$ cat src/rtl/minibyte_regfile_if.sv
// Port bundle for minibyte_regfile: write port, two read ports and bulk-clear control.
interface minibyte_regfile_if #(
    parameter int unsigned DATA_W = 8,
    parameter int unsigned ADDR_W = 2
);
    logic              en_in;
    logic              we_in;
    logic [ADDR_W-1:0] wr_addr;
    logic [DATA_W-1:0] wr_data;
    logic              rd_en_a;
    logic [ADDR_W-1:0] rd_addr_a;
    logic [DATA_W-1:0] rd_data_a;
    logic              rd_valid_a;
    logic              rd_en_b;
    logic [ADDR_W-1:0] rd_addr_b;
    logic [DATA_W-1:0] rd_data_b;
    logic              rd_valid_b;
    logic              clr_in;
    logic              busy_out;

    modport master (
        output en_in, we_in, wr_addr, wr_data,
        output rd_en_a, rd_addr_a, rd_en_b, rd_addr_b, clr_in,
        input  rd_data_a, rd_valid_a, rd_data_b, rd_valid_b, busy_out
    );

    modport slave (
        input  en_in, we_in, wr_addr, wr_data,
        input  rd_en_a, rd_addr_a, rd_en_b, rd_addr_b, clr_in,
        output rd_data_a, rd_valid_a, rd_data_b, rd_valid_b, busy_out
    );
endinterface

$ cat src/rtl/minibyte_regfile.sv
// 1W/2R register file with write-first bypass and a one-entry-per-cycle bulk-clear sequencer.
module minibyte_regfile #(
    parameter int unsigned DATA_W = 8,
    parameter int unsigned ADDR_W = 2
) (
    input logic               clk_in,
    input logic               rst_in,
    minibyte_regfile_if.slave bus
);
    localparam int unsigned DEPTH = 1 << ADDR_W;

    typedef enum logic {IDLE, CLEAR} state_t;

    state_t            state;
    logic [ADDR_W-1:0] ptr;
    logic [DATA_W-1:0] mem [DEPTH];

    logic              wr_accept;
    logic              clearing;
    logic [DATA_W-1:0] sel_a;
    logic [DATA_W-1:0] sel_b;

    assign clearing  = (state == CLEAR);
    assign wr_accept = bus.en_in && bus.we_in && !clearing;

    // Read selection: same-cycle write wins, then the entry being cleared reads as zero.
    always_comb begin
        sel_a = mem[bus.rd_addr_a];
        sel_b = mem[bus.rd_addr_b];
        if (wr_accept && (bus.wr_addr == bus.rd_addr_a)) begin
            sel_a = bus.wr_data;
        end else if (clearing && (ptr == bus.rd_addr_a)) begin
            sel_a = '0;
        end
        if (wr_accept && (bus.wr_addr == bus.rd_addr_b)) begin
            sel_b = bus.wr_data;
        end else if (clearing && (ptr == bus.rd_addr_b)) begin
            sel_b = '0;
        end
    end

    always_ff @(posedge clk_in) begin
        if (rst_in) begin
            mem            <= '{default: '0};
            state          <= IDLE;
            ptr            <= '0;
            bus.busy_out   <= 1'b0;
            bus.rd_data_a  <= '0;
            bus.rd_valid_a <= 1'b0;
            bus.rd_data_b  <= '0;
            bus.rd_valid_b <= 1'b0;
        end else begin
            bus.rd_valid_a <= bus.en_in && bus.rd_en_a;
            bus.rd_valid_b <= bus.en_in && bus.rd_en_b;
            if (bus.en_in && bus.rd_en_a) begin
                bus.rd_data_a <= sel_a;
            end
            if (bus.en_in && bus.rd_en_b) begin
                bus.rd_data_b <= sel_b;
            end

            case (state)
                IDLE: begin
                    if (wr_accept) begin
                        mem[bus.wr_addr] <= bus.wr_data;
                    end
                    // A write in the same cycle lands first; the sweep clears it later.
                    if (bus.clr_in) begin
                        state        <= CLEAR;
                        ptr          <= '0;
                        bus.busy_out <= 1'b1;
                    end
                end
                CLEAR: begin
                    mem[ptr] <= '0;
                    ptr      <= ptr + ADDR_W'(1);
                    if (ptr == ADDR_W'(DEPTH - 1)) begin
                        state        <= IDLE;
                        bus.busy_out <= 1'b0;
                    end
                end
                default: state <= IDLE;
            endcase
        end
    end
endmodule

$ cat src/flat_wrapper.sv
// flat-port wrapper written by rule: the top's interface ports become plain ports
module minibyte_regfile_flat 
#(
    parameter int unsigned DATA_W = 8,
    parameter int unsigned ADDR_W = 2
)
  (clk_in, rst_in, bus_en_in, bus_we_in, bus_wr_addr, bus_wr_data, bus_rd_en_a, bus_rd_addr_a, bus_rd_en_b, bus_rd_addr_b, bus_clr_in, bus_rd_data_a, bus_rd_valid_a, bus_rd_data_b, bus_rd_valid_b, bus_busy_out);
  minibyte_regfile_if #(.DATA_W(DATA_W), .ADDR_W(ADDR_W)) bus_i ();
  input logic clk_in;
  input logic rst_in;
  input wire logic [$bits(bus_i.en_in)-1:0] bus_en_in;
  input wire logic [$bits(bus_i.we_in)-1:0] bus_we_in;
  input wire logic [$bits(bus_i.wr_addr)-1:0] bus_wr_addr;
  input wire logic [$bits(bus_i.wr_data)-1:0] bus_wr_data;
  input wire logic [$bits(bus_i.rd_en_a)-1:0] bus_rd_en_a;
  input wire logic [$bits(bus_i.rd_addr_a)-1:0] bus_rd_addr_a;
  input wire logic [$bits(bus_i.rd_en_b)-1:0] bus_rd_en_b;
  input wire logic [$bits(bus_i.rd_addr_b)-1:0] bus_rd_addr_b;
  input wire logic [$bits(bus_i.clr_in)-1:0] bus_clr_in;
  output wire logic [$bits(bus_i.rd_data_a)-1:0] bus_rd_data_a;
  output wire logic [$bits(bus_i.rd_valid_a)-1:0] bus_rd_valid_a;
  output wire logic [$bits(bus_i.rd_data_b)-1:0] bus_rd_data_b;
  output wire logic [$bits(bus_i.rd_valid_b)-1:0] bus_rd_valid_b;
  output wire logic [$bits(bus_i.busy_out)-1:0] bus_busy_out;
  assign bus_i.en_in = bus_en_in;
  assign bus_i.we_in = bus_we_in;
  assign bus_i.wr_addr = bus_wr_addr;
  assign bus_i.wr_data = bus_wr_data;
  assign bus_i.rd_en_a = bus_rd_en_a;
  assign bus_i.rd_addr_a = bus_rd_addr_a;
  assign bus_i.rd_en_b = bus_rd_en_b;
  assign bus_i.rd_addr_b = bus_rd_addr_b;
  assign bus_i.clr_in = bus_clr_in;
  assign bus_rd_data_a = bus_i.rd_data_a;
  assign bus_rd_valid_a = bus_i.rd_valid_a;
  assign bus_rd_data_b = bus_i.rd_data_b;
  assign bus_rd_valid_b = bus_i.rd_valid_b;
  assign bus_busy_out = bus_i.busy_out;
  minibyte_regfile #(.DATA_W(DATA_W), .ADDR_W(ADDR_W)) u_core (.clk_in(clk_in), .rst_in(rst_in), .bus(bus_i));
endmodule
$ cat config.mk
export PLATFORM = sky130hd
export DESIGN_NAME = minibyte_regfile_flat
export DESIGN_NICKNAME = d
export VERILOG_FILES = /design/src/rtl/minibyte_regfile_if.sv /design/src/rtl/minibyte_regfile.sv /design/src/flat_wrapper.sv
export SDC_FILE = /design/constraint.sdc
export NUM_CORES = 1
export LEC_CHECK = 0
export ABC_AREA = 0
export CORE_ASPECT_RATIO = 0.5
export CORE_UTILIZATION = 58
export DETAILED_ROUTE_END_ITERATION = 7
export PLACE_DENSITY = 0.88
export SYNTH_ARGS = -nofsm -noshare
export SYNTH_HDL_FRONTEND = slang
export SYNTH_SLANG_ARGS = --single-unit
export TNS_END_PERCENT = 30
$ cat constraint.sdc
create_clock -name clk_in -period 2.1 [get_ports clk_in]
set_clock_uncertainty 0.1 [all_clocks]
set_input_delay 0.42 -clock clk_in [delete_from_list [all_inputs] [get_ports clk_in]]
set_output_delay 0.42 -clock clk_in [all_outputs]
set_load 0.03 [all_outputs]
======== Yosys cells after proc, flatten, opt, wreduce, memory -nomap -nowiden ========
Cells that the tools add are included.
cells by class
  $add $sub $neg .......................... 1
  order comparisons ....................... 6
  eq/ne operators ......................... 8
  mux-type cells .......................... 25
  bitwise logic cells ..................... 7
  reduce and logical (&&, ||, !) cells .... 12
operator list
  cell                                                                          number
  8-bit 2-to-1 mux                                                              10
  32-bit case mux with 2 select lines                                           1
  32-bit bitwise AND                                                            1
  8-bit binary-select mux with 2-bit select                                     2
  32-bit bitwise mux                                                            1
  8-bit demux with 2-bit select                                                 2
  32-bit 2-to-1 mux                                                             1
  32-bit inverter                                                               1
  3-bit >= comparator, second input constant                                    4
  2-bit inverter with 3-bit output                                              4
  1-bit logical AND                                                             10
  2-bit equality test                                                           4
  3-bit by 1-bit less-than comparator with 1-bit output, second input constant  2
  1-bit 2-to-1 mux                                                              4
  2-bit inequality test, second input constant                                  2
  1-bit case mux with 2 select lines                                            2
  2-bit case mux with 2 select lines                                            1
  2-bit by 1-bit adder with 2-bit output, second input constant                 1
  2-bit equality test, second input constant                                    1
  2-bit 2-to-1 mux                                                              1
  2-bit by 1-bit inequality test with 1-bit output, second input constant       1
  2-bit AND reduction                                                           1
  1-bit logical NOT                                                             1
  1-bit inverter                                                                1
word-level totals
  register bits after elaboration ......... 54
  bits of input ports ..................... 21
  output and inout port bits .............. 19
  word-level logic and storage cells ...... 70

======== Logic depth before layout (Yosys ltp) ========
Gate-level depths: netlist of the first run.
  depth in word-level cells ............... 8
  depth in mapped cells ................... 5
  gate-level depth less buffers ........... 5

======== Least setup slack after synthesis of the first run ========
Ideal clock, no wire load.
  path type ............................... input-to-reg
  from .................................... in bus_rd_addr_b[1]
  to ...................................... reg u_core.bus.rd_data_b[6]
  setup time .............................. 0.132 ns
  data arrival time ....................... 1.315 ns
  data required time ...................... 1.868 ns
  setup slack ............................. 0.553 ns
  stages .................................. 5
  buffers on the path ..................... 1
  path through ............................ buf_2 > xor2_1 > nor3_4 > a31o_2 > o32ai_1
between the ends
  longest elaborated chain between the ends .. 6
  elaborated cells between the ends (all ways) .. 10
  those cells by class .................... eq/ne: 2; mux: 5; bitwise: 1; reduce/logical: 2
RTL lines
  element                                                 RTL line                   RTL
  start: declaration                                      flat_wrapper.sv:18         input wire logic [$bits(bus_i.rd_addr_b)-1:0] bus_rd_addr_b;
  2-bit inverter with 3-bit output (not written as such)  minibyte_regfile.sv:29     sel_b = mem[bus.rd_addr_b];
  8-bit binary-select mux with 2-bit select               minibyte_regfile.sv:29
  8-bit 2-to-1 mux (not written as such) (2 in a row)     minibyte_regfile.sv:29
  8-bit 2-to-1 mux                                        minibyte_regfile.sv:37     end else if (clearing && (ptr == bus.rd_addr_b)) begin
  8-bit 2-to-1 mux *                                      minibyte_regfile.sv:35     if (wr_accept && (bus.wr_addr == bus.rd_addr_b)) begin
  end signal: assignment                                  minibyte_regfile.sv:59     bus.rd_data_b <= sel_b;
  end: declaration                                        minibyte_regfile_if.sv:30  output rd_data_a, rd_valid_a, rd_data_b, rd_valid_b, busy_out
Every way passes the cells marked *; elsewhere a longest branch is shown, timed or not. The select of a mux whose other input is x is not followed.
A chain may end at the register's enable or synchronous reset.

======== Worst setup path after layout of the first run ========
  from .................................... in bus_wr_addr[0]
  to ...................................... reg u_core.bus.rd_data_a[1]
between the ends
  longest elaborated chain between the ends .. 3
RTL lines
  element                 RTL line                   RTL
  start: declaration      flat_wrapper.sv:13         input wire logic [$bits(bus_i.wr_addr)-1:0] bus_wr_addr;
  2-bit equality test     minibyte_regfile.sv:30     if (wr_accept && (bus.wr_addr == bus.rd_addr_a)) begin
  1-bit logical AND       minibyte_regfile.sv:30
  8-bit 2-to-1 mux        minibyte_regfile.sv:30
  end signal: assignment  minibyte_regfile.sv:56     bus.rd_data_a <= sel_a;
  end: declaration        minibyte_regfile_if.sv:30
No other way between the ends.

==> results.sh, run 1 <==
export IMPL_ys_warn_count=0
export IMPL_cts_hold_fix_buffers=0
export IMPL_final_common_cell="dfxtp_1"
export IMPL_antenna_cells=0
export IMPL_cts_tree="built"
export IMPL_worst_pin_slew_ps=465
export IMPL_globalplace_congestion=0.946
export IMPL_cts_buffers=5
export IMPL_setup_worst_path_end_class="flip-flop"
export IMPL_arrival_ps=2100
export IMPL_rsz0062_at_grt="no"
export IMPL_synth_seq_area_share_pct=38.9
export IMPL_htreeDepth=2
export IMPL_grt_overflow_total=0
export IMPL_grt_max_degree=33
export IMPL_ys_ff_latch=54
export IMPL_final_cell_area_um2=3490
export IMPL_finalSetupViolCount=0
export IMPL_worstSetupPathType="in2reg"
export IMPL_post_place_cells=390
export IMPL_cts_buffer_depth=2
export IMPL_fp_coreArea_um2=4490
export IMPL_fin_crit_ps=1980
export IMPL_syn_avg_cell_area_um2=9.78
export IMPL_avgViaCountPerCell=6.73
export IMPL_synthCells=284
export IMPL_fin_crit_sh_pct=94.4
export IMPL_final_nets=356
export IMPL_synth_fp_nets=309
export IMPL_grt_usage_pct=34.3
export IMPL_status="finished clean"
export IMPL_seqPwrFrac_pct=51.5
export IMPL_cp_required_ps=2210
export IMPL_via_count=2679
export IMPL_layout_drive_gt1_share_pct=16.9
export IMPL_hold_viol=0
export IMPL_drc=0
export IMPL_grt_pass1_vias=2458
export IMPL_antenna_found_initial=0
export IMPL_wire_per_inst_um=20.2
export IMPL_p_int_mw=1.49
export IMPL_pre_cts_slack_ps=-93.1
export IMPL_die_h_um=50.9
export IMPL_post_dp_hpwl_um=5750
export IMPL_start_kind="input port"
export IMPL_leakagePower_nw=1.19
export IMPL_worst_path_max_fanout=9
export IMPL_final_cells=398
export IMPL_post_cts_setup_buffers=0
export IMPL_detail_route_first_pass_iterations=5
export IMPL_start_util_pct=61.9
export IMPL_clkPwrFrac_pct=29.0
export IMPL_slew_limit_headroom_pct=68.9
export IMPL_path_clk_slew_ps=100
export IMPL_clock_root_buffer="clkbuf_8"
export IMPL_netSwitchingFraction_pct=29.9
export IMPL_syn_area_um2=2780
export IMPL_dpl_instance_area_um2=3390
export IMPL_grt_pass1_wl_um=12800
export IMPL_core_rowCount=17
export IMPL_cts_resized_gates=0
export IMPL_die_area_um2=5090
export IMPL_maxCapViolCount=0
export IMPL_fmax_mhz=504
export IMPL_worstSkewPairLatency_ps=320
export IMPL_drv_slew=0
export IMPL_io_buffers=39
export IMPL_mostFrequentLayoutCells="dfxtp_1 (54), clkdlybuf4s50_1 (39), nand2_1 (29), a21oi_1 (28), nand3_1 (24)"
export IMPL_areaGrowthSynthToFinish_pct=25.5
export IMPL_drtIter0Drc=401
export IMPL_setup_slack_ps=117
export IMPL_die_w_um=99.9
export IMPL_switchingPower_mw=0.637
export IMPL_min_path_type="reg2reg"
export IMPL_synth_cell_types=31
export IMPL_ir_worst_vdd_mv=0.371
export IMPL_p_per_area_nw_per_um2=610
export IMPL_top_level_ports=40
export IMPL_routed_wl_um=8030
export IMPL_ant_nets=0
export IMPL_clock_sinks=54
export IMPL_pwr_share_comb_pct=19.5
-- per-layer routing --
layer / global-route usage (%) / share of wire (%) / vias to the layer above
li1: - / - / 1161
met1: 50.0 / 42 / 1289
met2: 51.1 / 42 / 199
met3: 7.39 / 14 / 30
met4: 10.3 / 2.2 / 0
met5: 0 / 0 / -
-- state kept, by name (all words and copies together), names as in the netlist --
| name | flops |
|---|---|
| u_core.bus.rd_valid_a | 1 |
| u_core.bus.busy_out | 1 |
| u_core.mem | 32 |
| u_core.ptr | 2 |
| u_core.bus.rd_data_b | 8 |
| u_core.bus.rd_valid_b | 1 |
| u_core.clearing | 1 |
| u_core.bus.rd_data_a | 8 |
-- power by group through the flow --
| stage | Combinational, mW | Sequential [mW] | Clock, mW |
|---|---|---|---|
| floorplan | 0.188 | 1.15 | 0 |
| global placement | 0.394 | 1.11 | 0 |
| detailed placement | 0.406 | 1.12 | 0 |
| CTS | 0.411 | 1.09 | 0.610 |
| global route | 0.440 | 1.10 | 0.654 |
| finish | 0.415 | 1.10 | 0.616 |
-- final timing paths --
path | startpoint | end | slack, ps | cells past startpoint
hold / removal | u_core.bus.busy_out | u_core.bus.busy_out | 390 | 2
hold reg to reg | u_core.bus.busy_out | u_core.bus.busy_out | 390 | 2
setup reg to reg | u_core.clearing | u_core.bus.rd_data_a[1] | 460 | 5
setup / recovery | bus_wr_addr[0] | u_core.bus.rd_data_a[1] | 120 | 6
-- Yosys cell counts, drive strengths merged --
| library cell | n | share of area (%) |
|---|---|---|
| nor2 | 18 | 2.4 |
| a31o | 2 | 0.63 |
| a21oi | 28 | 5.0 |
| clkinv | 1 | 0.14 |
| ha | 4 | 1.8 |
| nor3b | 3 | 1.6 |
| mux4 | 16 | 13 |
| xor2 | 4 | 1.3 |
| a21boi | 16 | 4.3 |
| nand2 | 29 | 3.9 |
| o32ai | 16 | 5.0 |
| nand3b | 3 | 1.3 |
| xnor2 | 4 | 1.3 |
| inv | 2 | 0.27 |
| or3 | 1 | 0.23 |
| nor3 | 5 | 1.9 |
| clkbuf | 9 | 1.2 |
| nand3 | 24 | 4.3 |
| and3 | 1 | 0.41 |
| o211ai | 16 | 4.3 |
| buf | 12 | 2.3 |
| dfxtp | 54 | 39 |
| and2 | 5 | 1.1 |
| and3b | 1 | 0.32 |
| nand2b | 2 | 0.45 |
| a22o | 8 | 2.5 |
-- critical path, cell delays in order --
cell	delay, ps
clkdlybuf4s50_1	620
xor2_1	280
nor3_4	190
buf_4	190
a21boi_0	110
o32ai_1	300
-- cell type report --
type | instances | area [um2]
multi-input cells | 206 | 1590
flip-flops and latches | 54 | 1080
fillers | 284 | 1000
repair buffers | 61 | 631
well taps | 66 | 82.6
clock buffers | 5 | 68.8
clock inverters | 3 | 25.0
inverters | 3 | 11.3
-- kinds of logic (layout without fill, tap and decap cells) --
logic type | count (synthesis) | in the layout | share of synthesized area (%)
AND/OR/NAND/NOR | 92 | 92 | 17.9
buffers and inverters | 24 | 72 | 3.96
AO/OA/AOI/OAI | 86 | 86 | 21.9
multiplexers | 16 | 16 | 13.0
adder cells (fa/ha/maj) | 4 | 4 | 1.80
flip-flops | 54 | 54 | 38.9
XOR/XNOR | 8 | 8 | 2.52
-- through the flow --
step	hold slack (ps)	power (mW)	setup TNS (ps)	utilization (%)
after floorplan	354	1.34	0	-
after global placement	351	1.51	-75.5	75.6
after detailed placement	376	1.52	-1340	75.6
after CTS	390	2.11	0	77.7
after global routing	420	2.19	0	77.7
final	391	2.13	0	77.7
(Power assumes the default switching activity.)
==> run 2: changes to the inputs <==
Settings changed: CORE_UTILIZATION 58 to 40, PLACE_DENSITY 0.88 to 0.66.
==> results.sh, run 2 (synthesis gave the netlist of run 1 again) <==
export IMPL_status="complete, but fails checks"
export IMPL_violations="DRC"
export IMPL_cts_hold_fix_buffers=0
export IMPL_finalSetupViolCount=0
export IMPL_cts_tree="built"
export IMPL_fp_coreArea_um2=6700
export IMPL_maxCapViolCount=0
export IMPL_globalplace_congestion=0.931
export IMPL_ir_worst_vdd_mv=0.352
export IMPL_die_w_um=120
export IMPL_min_path_type="reg2reg"
export IMPL_start_kind="flip-flop"
export IMPL_drv_slew=0
export IMPL_io_buffers=39
export IMPL_setup_worst_path_end_class="output pin"
export IMPL_cts_buffer_depth=2
export IMPL_power_mw=2.48
export IMPL_final_nets=352
export IMPL_arrival_ps=1390
export IMPL_crit_family="buffers and inverters"
export IMPL_finalSetupTns_ps=0
export IMPL_rsz0062_at_grt="no"
export IMPL_post_dp_hpwl_um=5690
export IMPL_path_depth=1
export IMPL_cts_buffers=5
export IMPL_die_area_um2=7300
export IMPL_rr_endpoint="u_core.mem[4]"
export IMPL_p_per_area_nw_per_um2=694
export IMPL_core_rowCount=21
export IMPL_cp_required_ps=1580
export IMPL_grt_pass1_wl_um=11800
export IMPL_ff2ff_setup_slack_ps=340
export IMPL_slew_limit_headroom_pct=68.1
export IMPL_crit_buf_inv=1
export IMPL_worst_pin_slew_ps=478
export IMPL_cp_startpoint="u_core.bus.rd_data_a[4]"
export IMPL_regToRegStartpoint="u_core.clearing"
export IMPL_cp_slowest_cell="clkdlybuf4s50_1"
export IMPL_antenna_cells=0
export IMPL_mostFrequentLayoutCells="dfxtp_1 (54), clkdlybuf4s50_1 (39), nand2_1 (29), a21oi_1 (28), nand3_1 (24)"
export IMPL_post_cts_setup_buffers=0
export IMPL_areaGrowthSynthToFinish_pct=28.6
export IMPL_via_count=2472
export IMPL_setup_slack_ps=185
export IMPL_avgViaCountPerCell=5.89
export IMPL_routed_wl_um=7590
export IMPL_fin_crit_sh_pct=91.2
export IMPL_top_regs="u_core.mem (32), u_core.bus.rd_data_a (8), u_core.bus.rd_data_b (8)"
export IMPL_fin_crit_ps=1910
export IMPL_drtIter0Drc=224
export IMPL_path_clk_slew_ps=70
export IMPL_leakagePower_nw=1.21
export IMPL_slowest_delay_ps=700
export IMPL_r2r_cells=4
export IMPL_detail_route_first_pass_iterations=8
export IMPL_largest_register="u_core.mem"
export IMPL_worst_path_max_fanout=3
export IMPL_grt_max_degree=26
export IMPL_cts_resized_gates=0
export IMPL_fin_hold_ws_ps=353
export IMPL_crit_chain="clkdlybuf4s50_1"
export IMPL_start_util_pct=41.5
export IMPL_grt_usage_pct=22.0
export IMPL_pre_cts_slack_ps=-90.4
export IMPL_clock_root_buffer="clkbuf_16"
export IMPL_largest_register_ffs=32
export IMPL_worstSetupPathType="reg2out"
export IMPL_grt_pass1_vias=2178
export IMPL_fmax_mhz=522
export IMPL_hold_viol=0
export IMPL_worstSkewPairLatency_ps=290
export IMPL_htreeDepth=2
export IMPL_drc=2
export IMPL_die_h_um=60.9
export IMPL_final_common_cell="dfxtp_1"
export IMPL_ant_nets=0
export IMPL_grt_overflow_total=0
export IMPL_antenna_found_initial=0
export IMPL_layout_drive_gt1_share_pct=15.9
export IMPL_wire_per_inst_um=18.1
export IMPL_clock_sinks=54
export IMPL_crit_path_end="bus_rd_data_a[4]"
export IMPL_top_level_ports=40
## run 2: worst reg2reg max path: cells and delay by family (launching register included)
family	cells	cell delay (ps)
AND/OR/NAND/NOR	3	790
flip-flops	1	620
AO/OA/AOI/OAI	1	200
## run 2: per-stage QoR
stage | area [um2] | cells | util [%]
detailed placement | 3390 | 412 | 50.7
finish | 3570 | 420 | 53.3
global placement | 3390 | 412 | 50.7
CTS | 3570 | 420 | 53.3
global route | 3570 | 420 | 53.3
floorplan | 2780 | 284 | -
## run 2: cell type report
type | count | area [um2]
tap | 92 | 115
fill | 579 | 3130
clock inverter | 2 | 38.8
sequential | 54 | 1080
inverter | 3 | 11.3
multi-input combinational | 206 | 1590
clock buffer | 6 | 139
timing repair buffer | 57 | 601
## run 2: worst min-delay path by stage
stage / startpoint / to / slack [ps] / cells past startpoint
after CTS: u_core.bus.busy_out / u_core.bus.busy_out / 360 / 2
final: u_core.bus.busy_out / u_core.bus.busy_out / 350 / 2
after global routing: u_core.bus.busy_out / u_core.bus.busy_out / 380 / 2
after detailed placement: u_core.bus.busy_out / u_core.bus.busy_out / 350 / 2
after global placement: u_core.bus.busy_out / u_core.bus.busy_out / 340 / 2
after floorplan: u_core.mem[10] / u_core.mem[10] / 350 / 2
## run 2: layer usage
| layer | vias up | track usage [%] | routed length [um] |
|---|---|---|---|
| li1 | 1159 | - | - |
| met1 | 1191 | 31.5 | 3600 |
| met2 | 114 | 34.6 | 3270 |
| met3 | 8 | 4.42 | 656 |
| met4 | 0 | 5.36 | 65 |
| met5 | - | 0 | 0 |
## run 2: power by group
group | internal (mW) | leakage [nW] | switching [mW] | total (mW)
Combinational | 0.183 | 0.680 | 0.212 | 0.395
Sequential | 1.06 | 0.440 | 0.0402 | 1.10
Clock | 0.600 | 0.0875 | 0.381 | 0.981
Total | 1.84 | 1.21 | 0.634 | 2.48
